--- src/rtl/nibble_tx_sched_pkg.sv ---
// Shared types and default sizing for the nibble transmit scheduler.
package nibble_tx_sched_pkg;

   localparam int unsigned DW_DEF          = 4;
   localparam int unsigned TIMEOUT_CYC_DEF = 64;

   typedef enum logic [1:0] {
      IDLE     = 2'd0,
      LOAD     = 2'd1,
      WAIT_ACK = 2'd2,
      DONE     = 2'd3
   } state_t;

endpackage

--- src/rtl/nibble_tx_sched_rr2_pick.sv ---
// Two-way round-robin pick: on a tie the requester not served last wins.
module rr2_pick (
   input  logic req0,
   input  logic req1,
   input  logic last,
   output logic win_c,
   output logic valid_c
);

   // Winner index and any-request flag, purely combinational.
   always_comb begin
      win_c   = 1'b0;
      valid_c = req0 | req1;
      if (req0 && req1) begin
         win_c = ~last;
      end else if (req1) begin
         win_c = 1'b1;
      end
   end

endmodule

--- src/rtl/nibble_tx_sched.sv ---
// Arbitrates two word requesters onto one serializer with start/ack handshake
// and an ack timeout.
module nibble_tx_sched
   import nibble_tx_sched_pkg::*;
#(
   parameter int unsigned TIMEOUT_CYC = TIMEOUT_CYC_DEF,
   parameter int unsigned DW          = DW_DEF
) (
   input  logic          sclk,
   input  logic          rst,
   input  logic          req0,
   input  logic          req1,
   input  logic [DW-1:0] din0,
   input  logic [DW-1:0] din1,
   output logic          gnt0,
   output logic          gnt1,
   output logic [DW-1:0] Data,
   output logic          start,
   input  logic          ack,
   output logic          busy,
   output logic          timeout_err
);

   localparam int unsigned CW = (TIMEOUT_CYC > 1) ? $clog2(TIMEOUT_CYC) : 1;
   localparam logic [CW-1:0] CNT_LAST = CW'(TIMEOUT_CYC - 1);

   state_t        state, state_n;
   logic [CW-1:0] cnt, cnt_n;
   logic          ack_q;
   logic          ack_rise;
   logic          last, last_n;
   logic          win, win_n;
   logic [DW-1:0] data_n;
   logic          start_n, gnt0_n, gnt1_n, busy_n, tmo_n;
   logic          pick_win_c, pick_valid_c;

   rr2_pick u_pick (
      .req0    (req0),
      .req1    (req1),
      .last    (last),
      .win_c   (pick_win_c),
      .valid_c (pick_valid_c)
   );

   // Next state and next registered outputs.
   always_comb begin
      state_n  = state;
      cnt_n    = cnt;
      last_n   = last;
      win_n    = win;
      data_n   = Data;
      start_n  = 1'b0;
      gnt0_n   = 1'b0;
      gnt1_n   = 1'b0;
      tmo_n    = 1'b0;
      ack_rise = ack & ~ack_q;

      case (state)
         IDLE: begin
            if (pick_valid_c) begin
               win_n   = pick_win_c;
               data_n  = pick_win_c ? din1 : din0;
               start_n = 1'b1;
               state_n = LOAD;
            end
         end
         LOAD: begin
            cnt_n   = '0;
            state_n = WAIT_ACK;
         end
         WAIT_ACK: begin
            // A rise in the final window cycle still completes the transfer.
            if (ack_rise) begin
               state_n = DONE;
            end else if (cnt == CNT_LAST) begin
               tmo_n   = 1'b1;
               last_n  = win;
               state_n = IDLE;
            end else begin
               cnt_n = cnt + CW'(1);
            end
         end
         DONE: begin
            gnt0_n  = ~win;
            gnt1_n  = win;
            last_n  = win;
            state_n = IDLE;
         end
         default: state_n = IDLE;
      endcase

      busy_n = (state_n != IDLE);
   end

   // State, counter, ack history and registered outputs.
   always_ff @(posedge sclk) begin
      if (rst) begin
         state       <= IDLE;
         cnt         <= '0;
         ack_q       <= 1'b0;
         last        <= 1'b1;
         win         <= 1'b0;
         Data        <= '0;
         start       <= 1'b0;
         gnt0        <= 1'b0;
         gnt1        <= 1'b0;
         busy        <= 1'b0;
         timeout_err <= 1'b0;
      end else begin
         state       <= state_n;
         cnt         <= cnt_n;
         ack_q       <= ack;
         last        <= last_n;
         win         <= win_n;
         Data        <= data_n;
         start       <= start_n;
         gnt0        <= gnt0_n;
         gnt1        <= gnt1_n;
         busy        <= busy_n;
         timeout_err <= tmo_n;
      end
   end

endmodule
--- config.mk ---
export PLATFORM = sky130hd
export DESIGN_NAME = nibble_tx_sched
export DESIGN_NICKNAME = d
export VERILOG_FILES = /design/src/rtl/nibble_tx_sched_pkg.sv /design/src/rtl/nibble_tx_sched_rr2_pick.sv /design/src/rtl/nibble_tx_sched.sv
export SDC_FILE = /design/constraint.sdc
export NUM_CORES = 1
export LEC_CHECK = 0
export CAP_MARGIN = 20
export CORE_UTILIZATION = 63
export DETAILED_ROUTE_END_ITERATION = 10
export DONT_BUFFER_PORTS = 1
export MAX_ROUTING_LAYER = met4
export PLACE_DENSITY_LB_ADDON = 0.1
export SETUP_SLACK_MARGIN = 0.3
export SKIP_LAST_GASP = 1
export SYNTH_ARGS = -nofsm -noshare
export SYNTH_HDL_FRONTEND = slang
export SYNTH_SLANG_ARGS = --single-unit
--- constraint.sdc ---
create_clock -name sclk -period 3.44 [get_ports sclk]
set_input_delay 0.688 -clock sclk [delete_from_list [all_inputs] [get_ports sclk]]
set_output_delay 0.688 -clock sclk [all_outputs]
set_load 0.02 [all_outputs]
# --- Yosys cells after proc, flatten, opt, wreduce, memory -nomap -nowiden ---
# Cells that the tools add are included.
classes:
  n_addsub: 1
  bitwise_logic: 8
  reduce_logical: 11
  n_mux: 15
  eq_ne: 7
ops:
  columns: ["op", "count"]
  rows:
  - ["$mux 6", 2]
  - ["$pmux 6 s2", 1]
  - ["$pmux 2 s4", 1]
  - ["$add 6x1->6 const B", 1]
  - ["$eq 6x6->1 const B", 1]
  - ["$mux 1", 6]
  - ["$mux 2", 3]
  - ["$ne 2x2->1 const B", 3]
  - ["$not 1->1", 6]
  - ["$reduce_and 3->1", 2]
  - ["$reduce_bool 2->1", 3]
  - ["$eq 2x2->1 const B", 2]
  - ["$mux 4", 1]
  - ["$reduce_or 2->1", 2]
  - ["$reduce_or 3->1", 1]
  - ["$eq 2x1->1 const B", 1]
  - ["$logic_not 2->1", 1]
  - ["$pmux 1 s2", 1]
  - ["$reduce_and 2->1", 1]
  - ["$and 1x1->1", 1]
  - ["$logic_and 1x1->1", 1]
  - ["$or 1x1->1", 1]
word_totals:
  out_inout_bits: 9
  elab_cells: 53
  input_bits: 13
  regBits: 20

# --- Depth between registers and ports, before layout ---
logic_depth:
  word_depth: 5
  depth_mapped: 5
  depth_no_buf: 5

# --- Cells and area by module ---
# Synthesis repeated with hierarchy kept, for this count alone.
hier_totals:
  cells_unflattened: 88
  hier_area_um2: 874.6
by_module_without_submodules:
  columns: ["mod", "area_per_inst_um2", "cells_each", "seq_area_each_um2", "n_inst"]
  rows:
  - ["nibble_tx_sched", 860.8, 86, 400.4, 1]
  - ["rr2_pick", 13.8, 2, 0.0, 1]

# --- Worst setup path before layout ---
# No wires, ideal clock.
synth_path:
  path_type: "input -> register"
  from: "input ack"
  to: "register cnt[1]"
  setup_slack_ns: 1.954
  arrival_ns: 1.415
  cell_stages: 4
  required_time_ns: 3.368
  path_buffers: 0
  setup_ns: 0.072
  cell_sequence: "and2b_1 > nor2_1 > and2_1 > mux2i_1"
synth_via:
  elab_chain_cells: 3
synth_lines:
  columns: ["item", "line", "rtl"]
  rows:
  - ["start: declaration", "nibble_tx_sched.sv:19", "input logic ack,"]
  - ["$and 1x1->1", "nibble_tx_sched.sv:56", "ack_rise = ack & ~ack_q;"]
  - ["$ne 2x2->1 (no line)", null, null]
  - ["$reduce_and 3->1 (no line)", null, null]
  - ["end signal: assignment", "nibble_tx_sched.sv:111", "cnt <= cnt_n;"]
  - ["end: declaration", "nibble_tx_sched.sv:28", "logic [CW-1:0] cnt, cnt_n;"]
# Every way passes these cells.
# A chain may end at the register's enable or synchronous reset.

# --- Worst setup path after layout ---
layout_path:
  from: "register cnt[0]"
  to: "register cnt[0]"
layout_via:
  elab_chain_cells: 4
  word_cells_on_any_way: 7
  classes_between: "1 x add/sub; 2 x eq/ne; 3 x mux; 1 x reduce/logical"
layout_lines:
  columns: ["item", "line", "rtl"]
  rows:
  - ["$add 6x1->6", "nibble_tx_sched.sv:80", "cnt_n = cnt + CW'(1);"]
  - ["$mux 6", "nibble_tx_sched.sv:75", "end else if (cnt == CNT_LAST) begin"]
  - ["$mux 6", "nibble_tx_sched.sv:73", "if (ack_rise) begin"]
  - ["$pmux 6 s2", "nibble_tx_sched.sv:58", "case (state)"]
# Parallel ways exist; a longest one is shown, timed or not. The select of a mux whose other input is x is not followed.

==> results.sh <==
export IMPL_fin_crit_sh_pct=44.0
export IMPL_max_stage_delay_ns=0.38
export IMPL_drive_above_1_share_pct=9.78
export IMPL_wl_per_cell_microns=13.4
export IMPL_path_common_cell="and2_1"
export IMPL_switchingPower_mw=0.126
export IMPL_fin_worst_skew_ns=0.0221
export IMPL_p_sw_share_pct=24.6
export IMPL_fin_nets=107
export IMPL_dp_hpwl_mm=1.02
export IMPL_slew_viol_final=0
export IMPL_grt_max_degree=20
export IMPL_cts_resized=0
export IMPL_final_cell_mix="dfxtp_1, nor2_1, nand2_1, mux2i_1"
export IMPL_maxCapViolCount=0
export IMPL_setup_tns_ns=0
export IMPL_antenna_found_initial=0
export IMPL_postSynthAreaPerCell_sq_um=9.47
export IMPL_worstPathRequired_ns=3.64
export IMPL_startpoint_type="register"
export IMPL_ir_drop_mv=0.402
export IMPL_cts_hold_buf=0
export IMPL_cts_tree="built"
export IMPL_ys_types=33
export IMPL_arrival_ns=1.71
export IMPL_path_clk_slew_ns=0.13
export IMPL_h_tree_depth=1
export IMPL_fin_area_sq_um=915
export IMPL_die_y_microns=38.8
export IMPL_power_share_clock_pct=37.4
export IMPL_core_sq_um=1190
export IMPL_rows=12
export IMPL_leakage_nw=0.351
export IMPL_syn_area_sq_um=852
export IMPL_layout_commonest_cell="dfxtp_1"
export IMPL_grt_pass1_vias=581
export IMPL_ctsLongestPathBuffers=2
export IMPL_fmax_mhz=661
export IMPL_pwr_density_cell_nw_per_um2=561
export IMPL_routed_wl_mm=1.42
export IMPL_grtUsageTotal_pct=25.1
export IMPL_placed_area_sq_um=862
export IMPL_dieArea_sq_um=1500
export IMPL_drc_errors=0
export IMPL_setup_viol=0
export IMPL_numCtsBuffers=3
export IMPL_areaGrowthSynthToFinish_pct=7.34
export IMPL_max_slew_margin_pct=69.5
export IMPL_fin_util_pct=77.1
export IMPL_die_w_microns=38.8
export IMPL_ant_nets=0
export IMPL_via_per_inst=6.31
export IMPL_synth_seq_cells=20
export IMPL_syn_num_nets=104
export IMPL_yosysWarnings=0
export IMPL_routed_via_count=669
export IMPL_ys_seq_area_share_pct=47.0
export IMPL_cts_root_buf="clkbuf_4"
export IMPL_worstMarginPinSlew_ns=0.455
export IMPL_place_congestion=0.861
export IMPL_path_class="reg2reg"
export IMPL_end_kind="register"
export IMPL_start_util_pct=71.8
export IMPL_crit_path_top_delay_cell="dfxtp_1"
export IMPL_power_internal_mw=0.387
export IMPL_drtPass1Iterations=4
export IMPL_drtIter0Drc=19
export IMPL_p_seq_share_pct=53.0
export IMPL_status="finished, final reports clean"
export IMPL_crit_fanout=5
export IMPL_hold_viol_final=0
export IMPL_fin_crit_ns=1.51
export IMPL_io_pins=22
export IMPL_clock_latency_ns=0.31
export IMPL_post_cts_setup_buffer_count=0
export IMPL_grt_pass1_wl_mm=2.48
export IMPL_grt_overflow=0
export IMPL_combPwrFrac_pct=9.7
export IMPL_synth_cells=90
export IMPL_antenna_cells=0
export IMPL_hold_class="in2reg"
export IMPL_path_cells="ha_1 > and2_1 > nand2_1 > and2_1 > a22o_1"
export IMPL_cts_sink_count=20
export IMPL_rsz0062_at_grt="no"
export IMPL_port_buffers=0
-- Yosys cell counts --
cell / n / area, sq um
a21boi_2: 1 / 11.3
nor4_1: 2 / 12.5
and2_1: 3 / 18.8
nand3_1: 1 / 5.00
dfxtp_1: 20 / 400
and2b_1: 1 / 7.51
o21ai_0: 2 / 10.0
a2111oi_0: 1 / 8.76
a22oi_1: 1 / 7.51
and3_1: 1 / 6.26
a41o_1: 1 / 10.0
o31a_1: 1 / 8.76
nor3_4: 1 / 16.3
a211oi_1: 4 / 30.0
nor3b_1: 1 / 7.51
a311oi_1: 1 / 8.76
nor3_2: 1 / 10.0
mux2i_1: 6 / 60.1
nand2_1: 6 / 22.5
a22o_1: 1 / 8.76
nand2b_1: 3 / 18.8
nor3_1: 2 / 10.0
a211oi_2: 1 / 12.5
a31oi_1: 2 / 12.5
nor2_1: 13 / 48.8
nand4_1: 1 / 6.26
nor2b_1: 2 / 12.5
ha_1: 1 / 12.5
nand2b_2: 1 / 8.76
inv_1: 1 / 3.75
a21oi_1: 4 / 20.0
clkbuf_1: 2 / 7.51
a21o_1: 1 / 7.51
-- routing by layer --
layer	share of wire (%)	GRT usage [%]	wire length [microns]	up-vias
met2	45	34.6	637	25
met1	48	34.2	676	299
li1	-	-	-	340
met5	0	-	0	-
met3	5.8	6.94	82	5
met4	1.6	10.3	23	0
-- cell families (layout without fill, tap and decap cells) --
logic type | Yosys count | in the layout | synth area share, %
adders and majority gates | 1 | 1 | 1.47
and+or+nand+nor | 39 | 39 | 24.8
AOI/OAI and AO/OA | 21 | 21 | 18.4
buffers and inverters | 3 | 5 | 1.32
muxes | 6 | 6 | 7.05
DFF | 20 | 20 | 47.0
-- worst max-delay path: cells and delay by family (launching register included) --
| kind | cells | cell delay (ns) |
|---|---|---|
| DFF | 1 | 0.38 |
| and+or+nand+nor | 3 | 0.63 |
| adders and majority gates | 1 | 0.19 |
| AOI/OAI and AO/OA | 1 | 0.21 |
-- registers in the layout, indices dropped and copies added (netlist names) --
register,cells
cnt,6
Data,4
state,2
ack_q,1
busy,1
gnt0,1
gnt1,1
last,1
start,1
timeout_err,1
win,1
-- area by class of cell --
cell class | count | area [sq um]
multi-input combinational | 67 | 440
sequential | 20 | 400
fill | 80 | 272
clock inverter | 1 | 30.0
clock buffer | 3 | 22.5
tap | 14 | 17.5
inverter | 1 | 3.75
-- power by group through the flow --
stage	Combinational [mW]	Clock, mW	Sequential [mW]
finish	0.0496	0.192	0.272
global route	0.0573	0.202	0.275
CTS	0.0498	0.190	0.272
detailed placement	0.0498	0	0.277
global placement	0.0481	0	0.277
floorplan	0.0450	0	0.275
-- worst paths after layout --
kind / from / end / slack, ns / cells after the start
max reg2reg: cnt[0]$_SDFFE_PP0P_ / cnt[0]$_SDFFE_PP0P_ / 1.93 / 5
min reg2reg: win$_SDFFE_PP0P_ / gnt0$_SDFF_PP0_ / 0.49 / 1
max: cnt[0]$_SDFFE_PP0P_ / cnt[0]$_SDFFE_PP0P_ / 1.93 / 5
min: rst / state[0]$_SDFF_PP0_ / 0.42 / 1
-- metrics by stage --
| step | worst slack, ns | power [mW] | hold WS [ns] | instances |
|---|---|---|---|---|
| 3_3_place_gp | 1.91 | 0.325 | 0.456 | 102 |
| 2_1_floorplan | 1.95 | 0.319 | 0.436 | 90 |
| 5_1_grt | 1.76 | 0.534 | 0.415 | 106 |
| 4_1_cts | 1.92 | 0.512 | 0.432 | 106 |
| 6_report | 1.93 | 0.513 | 0.421 | 106 |
| 3_5_place_dp | 1.87 | 0.327 | 0.465 | 102 |
(Power assumes the default switching activity.)
